$ cat config.mk
export PLATFORM = sky130hd
export DESIGN_NAME = bus_load_arbiter
export DESIGN_NICKNAME = d
export VERILOG_FILES = /design/src/rtl/bus_arb_pkg.sv /design/src/rtl/bus_rr_pick.sv /design/src/rtl/bus_load_arbiter.sv
export SDC_FILE = /design/constraint.sdc
export NUM_CORES = 1
export LEC_CHECK = 0
export BUFFER_PORTS_ARGS = -buffer_cell sky130_fd_sc_hd__buf_2
export CORE_MARGIN = 3
export CORE_UTILIZATION = 30
export CTS_CLUSTER_DIAMETER = 100
export DETAILED_ROUTE_END_ITERATION = 10
export SYNTH_ARGS = -nofsm -noshare
export SYNTH_HDL_FRONTEND = slang
export SYNTH_SLANG_ARGS = --single-unit
$ cat constraint.sdc
create_clock -name clk -period 3.05 [get_ports clk]
set_clock_uncertainty 0.1 [all_clocks]
set_input_delay 0.305 -clock clk [delete_from_list [all_inputs] [get_ports clk]]
set_output_delay 0.305 -clock clk [all_outputs]
set_load 0.1 [all_outputs]
$ cat src/rtl/bus_arb_pkg.sv
// Shared types and default sizes for the two-requester bus load arbiter.
package bus_arb_pkg;

  typedef enum logic {
    IDLE = 1'b0,
    HOLD = 1'b1
  } state_t;

  typedef logic req_idx_t;

  localparam int DEF_WIDTH = 4;
  localparam int DEF_CNT_W = 8;

endpackage

$ cat src/rtl/bus_rr_pick.sv
// Combinational winner selection between two requesters, alternating on contention.
module bus_rr_pick
  import bus_arb_pkg::*;
(
  input  logic [1:0] valid,
  input  req_idx_t   last_grant,
  input  logic       en,
  output req_idx_t   winner,
  output logic       any
);

  always_comb begin
    any    = en & (|valid);
    winner = 1'b0;
    // On contention the requester that did not win last time goes next.
    if (valid == 2'b11) begin
      winner = ~last_grant;
    end else if (valid[1]) begin
      winner = 1'b1;
    end
  end

endmodule

$ cat src/rtl/bus_load_arbiter.sv
// Two-requester arbiter feeding a single-entry output register with a transfer counter.
// Handshake: a side transfers on the cycle where its valid and ready are both high.
module bus_load_arbiter
  import bus_arb_pkg::*;
#(
  parameter int WIDTH = DEF_WIDTH,
  parameter int CNT_W = DEF_CNT_W
) (
  input  logic             clk,
  input  logic             rst_n,
  input  logic             enable,
  input  logic [1:0]       req_valid,
  input  logic [WIDTH-1:0] req_data0,
  input  logic [WIDTH-1:0] req_data1,
  output logic [1:0]       req_ready,
  output logic [WIDTH-1:0] out_data,
  output logic             out_valid,
  input  logic             out_ready,
  output req_idx_t         grant_id,
  output logic [CNT_W-1:0] xfer_count,
  output state_t           dbg_state
);

  state_t   state, state_next;
  req_idx_t last_grant;
  req_idx_t winner;
  logic     any;
  logic     accept;
  logic     release_out;

  // Offers are only made from an empty register and never while reset is held.
  bus_rr_pick u_pick (
    .valid      (req_valid),
    .last_grant (last_grant),
    .en         (enable & rst_n & (state == IDLE)),
    .winner     (winner),
    .any        (any)
  );

  always_comb begin
    req_ready = 2'b00;
    if (any) begin
      req_ready[winner] = 1'b1;
    end
  end

  assign accept      = |(req_valid & req_ready);
  assign out_valid   = (state == HOLD);
  assign release_out = out_valid & out_ready;
  assign dbg_state   = state;

  always_comb begin
    state_next = state;
    case (state)
      IDLE:    if (accept) state_next = HOLD;
      HOLD:    if (out_ready) state_next = IDLE;
      default: state_next = IDLE;
    endcase
  end

  always_ff @(posedge clk) begin
    if (!rst_n) begin
      state <= IDLE;
    end else begin
      state <= state_next;
    end
  end

  always_ff @(posedge clk) begin
    if (!rst_n) begin
      out_data   <= '0;
      grant_id   <= 1'b0;
      last_grant <= 1'b1;
      xfer_count <= '0;
    end else begin
      if (accept) begin
        out_data   <= winner ? req_data1 : req_data0;
        grant_id   <= winner;
        last_grant <= winner;
      end
      if (release_out) begin
        xfer_count <= xfer_count + CNT_W'(1);
      end
    end
  end

endmodule
==> flow_summary.toml, run 1 <==
[setup_path]
critPathSlowestCell = "buf_2"
start_kind = "register"
end_kind = "primary output"
critPathMaxStageDelay_ns = 0.42
r2r_setup_slack_ns = 1.53
crit_buf_inv = 2
reg2reg_to = "xfer_count[5]"
critPathKind = "reg2out"
critPathMaxFanout = 11
cp_cell_sequence = "nand3b_1 > a211o_1 > inv_1 > buf_2"
required_ns = 2.64
crit_arrival_ns = 1.72
reg2reg_depth = 3
cp_top_family = "buffers and inverters"
r2r_start = "dbg_state"

[final_layout]
n_fill_cell = 254
diodes = 0
drive_gt1_share_pct = 31.3
fin_util_pct = 40.2
final_nets = 131
multi_input_area_um2 = 343
area_delta_synth_final_pct = 25.9
final_cells = 143
regArea_um2 = 300

[logic_synthesis]
synthTopCellsByArea = "dfxtp_1 (42%), inv_1 (7.3%), o211ai_1 (5.2%), o221ai_1 (4.9%), a21oi_1 (4.2%)"
synthTopCellsByCount = "dfxtp_1 (15), inv_1 (14), a21oi_1 (6), nand2_1 (6), o211ai_1 (5)"
ys_types = 27
yosysWarnings = 0
synth_top_area_cell = "dfxtp_1"
ys_seq_area_share_pct = 41.7
synth-seq-cells = 15
yosysMostFrequentCell = "dfxtp_1"
syn-cell-area_um2 = 721
synth_fp_nets = 100
synthCells = 85
synth_ff_type = "dfxtp_1"
avgSynthCellArea_um2 = 8.48
synth-edff-count = 0
ys_async_sr_fraction_pct = 0
synth_top_area_share_pct = 41.7

[placed_design]
dp_hpwl_mm = 1.29
place_ws_ns = 1.14
port_buffers = 30
routabilityCongestion = 0.768
dp_cells = 139

[sta]
slew_headroom_pct = 67.5
setup_tns_ns = 0
min_period_over_period_pct = 69.6
fmax_mhz = 471
setup_viol = 0
hold_slack_ns = 0.189
finalMaxSlewViolations = 0
finalWorstSetupSlack_ns = 0.927
rsz0062_at_grt = "false"
post-route-min-period_ns = 2.12
tightest_slew_ns = 0.492
finalHoldViolCount = 0

[clocking]
cts_resized = 0
clk_path_buf_depth = 2
clock_latency_ns = 0.28
post-cts-setup-buffers = 0
holdBufCountCts = 0
cts_buffers = 3
clock-sinks = 15
cts_tree = "yes"
clk_pin_slew_worst_paths_ns = 0.09
cts_root_buffer = "clkbuf_4"
cts_max_level = 1

[grt]
grtUsageTotal_pct = 12.4
overflow = 0
grt_first_pass_wirelength_mm = 2.70
antenna_found_initial = 0
grt_pass1_vias = 676
grt_max_degree = 12

[detailed_routing]
vias = 725
drt_iter0_drc = 3
firstDrtPassIters = 4
finalWirelength_mm = 1.65
drc = 0
wl_per_cell_um = 11.5
antenna_left = 0
vias_per_cell = 5.07

[status]
status = "complete, no violations"

[hold_path]
hold_path.class = "in2reg"
holdPathEnd = "last_grant"
worstHoldPathCells = 2
min_from = "rst_n"

[power]
p_leak_uw = 0.000460
power_density_mw_per_mm2 = 473
irDropWorstVdd_mv = 0.314

[die]
coreArea_mm2 = 0.00225
rows = 17
die_x_um = 55.0
die_area_mm2 = 0.00303
start_util_pct = 32.0
io-pin-count = 31
die_y_um = 55.0

[run]
max_cap_violations = 0
## metal layers
layer  wire length (um)  vias up  part of all wire [%]  GRT usage [%]
li1                   -      362                     -              -
met1                734      332                    45           14.0
met2                752       29                    46           21.1
met3                145        2                   8.8           5.90
met4                 14        0                  0.85           2.83
met5                  0        -                     0              0
## worst max path at each step
stage,startpoint,to,slack [ns],depth (start not counted)
2_1_floorplan,dbg_state,req_ready[1],0.62,4
3_3_place_gp,rst_n,req_ready[1],1.16,5
3_5_place_dp,rst_n,req_ready[1],1.14,5
4_1_cts,dbg_state,req_ready[0],0.92,4
5_1_grt,dbg_state,req_ready[1],0.81,4
6_report,dbg_state,req_ready[1],0.93,4
## logic make-up after synthesis
| group | after synthesis | share of synthesized area, % |
|---|---|---|
| xor gates and xnor gates | 2 | 2.43 |
| adders and majority gates | 1 | 1.74 |
| buffers and inverters | 18 | 10.8 |
| AOI/OAI and AO/OA | 23 | 22.4 |
| muxes | 1 | 1.39 |
| and+or+nand+nor | 25 | 19.6 |
| DFF | 15 | 41.7 |
## power breakdown
| part | total, uW | switching, uW | internal [uW] |
|---|---|---|---|
| Clock | 113 | 62.1 | 50.7 |
| Sequential | 211 | 7.45 | 203 |
| Combinational | 105 | 83.8 | 21.4 |
## flip-flops by register name, summed over array words and instances (netlist names)
register and count:
out_data 4, dbg_state 1, xfer_count 8, last_grant 1, grant_id 1
## per-stage QoR
stage | area [um2] | total power (uW)
2_1_floorplan | 721 | 300
3_3_place_gp | 881 | 321
3_5_place_dp | 881 | 321
4_1_cts | 907 | 435
5_1_grt | 907 | 452
6_report | 907 | 429
## worst reg2reg max path: stages, from the launching register on
cell and delay (ns):
dfxtp_1 0.50, nand4_2 0.22, or4_1 0.51, a21oi_1 0.14
## cell usage in the layout, fill, tap and decap left out, types with 2 or more instances in the layout
cell	n
inv_1	14
nand2b_1	2
o221ai_1	4
clkbuf_4	3
nand2_1	6
or4_1	2
nand3_1	3
o211ai_1	5
o31ai_1	2
dfxtp_1	15
o21ai_0	2
nor2_1	4
buf_2	30
a21oi_1	6
a211o_1	2
nand3b_1	2
nand4_1	2
## cell type report
class | count | area share [%]
Clock buffer | 4 | 2.90
Inverter | 14 | 5.79
Multi-Input combinational cell | 52 | 37.8
Sequential cell | 15 | 33.1
Tap cell | 28 | 3.86
Timing Repair Buffer | 30 | 16.6
Power figures use the tool's default switching activity.
==> run 2, diff against run 1 <==
--- a/config.mk
+++ b/config.mk
@@ -5,6 +5,7 @@
 export SDC_FILE = /design/constraint.sdc
 export NUM_CORES = 1
 export LEC_CHECK = 0
+export ABC_AREA = 1
 export BUFFER_PORTS_ARGS = -buffer_cell sky130_fd_sc_hd__buf_2
 export CORE_MARGIN = 3
 export CORE_UTILIZATION = 30
==> constraint.sdc (replaced) <==
create_clock -name clk -period 2.1 [get_ports clk]
set_clock_uncertainty 0.1 [all_clocks]
set_input_delay 0.21 -clock clk [delete_from_list [all_inputs] [get_ports clk]]
set_output_delay 0.21 -clock clk [all_outputs]
set_load 0.1 [all_outputs]
==> run 2 against run 1 <==
Net effect:
- design area is 7.7% higher
- sequential cell count did not move
- critical endpoint is now req_ready[0]
- largest cell class unchanged
- final cell count is 18% higher
- clock power increased by 48%
- die area increased by 6.8%
- synthesized area grew 7.6%
- global-route usage fell by 1.4 points
- critical path depth grew 2
- via count up 4.6%
- first-iteration DRC count grew to 5.3 times the previous value
- sequential share of layout area decreased by 2.2 points
- synthesized cell count up 28%
==> flow_summary.toml, run 2 <==
[die]
coreArea_mm2 = 0.00234
io-pin-count = 31
die_x_um = 56.9
start_util_pct = 33.2
rows = 17
die_area_mm2 = 0.00323
die_y_um = 56.9

[placed_design]
dp_hpwl_mm = 1.35
routabilityCongestion = 0.769
place_area_um2 = 951
dp_cells = 165
port_buffers = 30

[sta]
finalMaxSlewViolations = 0
hold_slack_ns = 0.0242
fmax_mhz = 522
setup_viol = 0
tightest_slew_ns = 0.490
min_period_over_period_pct = 91.2
post-route-min-period_ns = 1.91
setup_tns_ns = 0
rsz0062_at_grt = "false"
finalHoldViolCount = 0
slew_headroom_pct = 67.6

[setup_path]
critPathMaxStageDelay_ns = 0.41
crit_arrival_ns = 1.60
critPathSlowestCell = "buf_2"
cp_cell_sequence = "inv_2 > nand3_4 > a21oi_4 > nand2_1 > clkinvlp_4 > buf_2"
end_kind = "primary output"
required_ns = 1.79
cp_top_family = "buffers and inverters"
critPathKind = "reg2out"
crit_path_start = "dbg_state"
start_kind = "register"
crit_cells = 6
reg2reg_to = "xfer_count[6]"
crit_buf_inv = 3
r2r_start = "xfer_count[1]"
crit_end = "req_ready[0]"
reg2reg_depth = 6
critPathMaxFanout = 5
r2r_setup_slack_ns = 0.92

[power]
irDropWorstVdd_mv = 0.454
p_leak_uw = 0.000478
power_density_mw_per_mm2 = 644

[final_layout]
area_delta_synth_final_pct = 26.0
stdcell_area_um2 = 977
diodes = 0
drive_gt1_share_pct = 38.3
layout_commonest_cell = "buf_2"
regMostFlops = "xfer_count"
layout_common_cells = "buf_2 (30), nand2_1 (29), dfxtp_1 (14)"
final_cells = 169
final_nets = 157
largest_reg_flops = 8
reg.largest.list = "xfer_count: 8 flops, out_data: 4 flops"
fin_util_pct = 41.8

[logic_synthesis]
synthTopCellsByCount = "nand2_1 (29), dfxtp_1 (15), inv_1 (11), nor2_1 (10), a21oi_1 (8)"
synth_top_area_cell = "dfxtp_1"
synth_fp_nets = 124
synthTopCellsByArea = "dfxtp_1 (39%), nand2_1 (14%), inv_1 (5.3%), a21oi_1 (5.2%), nor2_1 (4.8%)"
synth_ff_type = "dfxtp_1"
ys_async_sr_fraction_pct = 0
synthCells = 109
avgSynthCellArea_um2 = 7.12
yosysMostFrequentCell = "nand2_1"
syn-cell-area_um2 = 776
synth-seq-cells = 15
synth_top_area_share_pct = 38.7
ys_seq_area_share_pct = 38.7
synth-edff-count = 0
yosysWarnings = 0
ys_types = 22

[grt]
grtUsageTotal_pct = 11.0
antenna_found_initial = 0
grt_max_degree = 13
overflow = 0
grt_first_pass_wirelength_mm = 2.79
grt_pass1_vias = 679

[detailed_routing]
top_layer_used = "met4"
met1_length_um = 774
firstDrtPassIters = 4
vias = 758
met2_length_um = 730
antenna_left = 0
drc = 0
drt_iter0_drc = 16
finalWirelength_mm = 1.64
vias_per_cell = 4.49
routed-wl-met3_um = 129
wl_per_cell_um = 9.73

[clocking]
cts_tree = "yes"
holdBufCountCts = 0
cts_buffers = 3
clock-sinks = 15
post-cts-setup-buffers = 0
clk_pin_slew_worst_paths_ns = 0.09
cts_root_buffer = "clkbuf_4"
cts_resized = 0
cts_max_level = 1
clock_latency_ns = 0.28
clk_path_buf_depth = 2

[hold_path]
hold_path.class = "in2reg"

[status]
status = "complete, no violations"

[run]
max_cap_violations = 0
run 2: changes by cell type after synthesis, sizes merged, moves of 4 or more:
cell,change
o211ai,-5
o221ai,-4
a21oi,+4
nand3,+5
nor2,+9
nand2,+27
run 2: cells by family (layout without fill, tap and decap cells):
family | Yosys count | count (layout) | share of synthesized area (%)
DFF | 15 | 15 | 38.7
adders and majority gates | 1 | 1 | 1.61
buffers and inverters | 20 | 52 | 10.6
and+or+nand+nor | 57 | 57 | 35.8
AOI/OAI and AO/OA | 16 | 16 | 13.2
run 2: how the worst min path moves through the flow:
stage	start	endpoint	slack, ns	cells past startpoint
2_1_floorplan	out_ready	dbg_state	0.19	1
3_3_place_gp	out_ready	dbg_state	0.33	2
3_5_place_dp	out_ready	dbg_state	0.33	2
4_1_cts	out_ready	dbg_state	0.02	2
5_1_grt	out_ready	dbg_state	0.02	2
6_report	out_ready	dbg_state	0.02	2
run 2: final cells by class:
cell class / count / area, um2
inverters: 18 / 71.3
well taps: 28 / 35.0
repair buffers: 30 / 150
clock buffers: 4 / 26.3
multi-input cells: 74 / 393
flip-flops and latches: 15 / 302
fillers: 251 / 1360
run 2: power breakdown:
part / internal (uW) / switching, uW
sequential: 294 / 7.54
combinational: 34.5 / 126
clock: 73.8 / 93.2
total: 402 / 227
run 2: metal layers:
layer	vias to the layer above	global-route usage (%)
met5	-	0
met4	0	1.99
met3	2	5.75
met2	22	18.8
met1	325	12.1
li1	409	-
run 2: per-stage QoR:
step | worst slack (ns) | total power [uW]
floorplan | 0.185 | 438
global placement | 0.471 | 469
detailed placement | 0.441 | 471
CTS | 0.164 | 640
global route | 0.0911 | 668
finish | 0.186 | 629
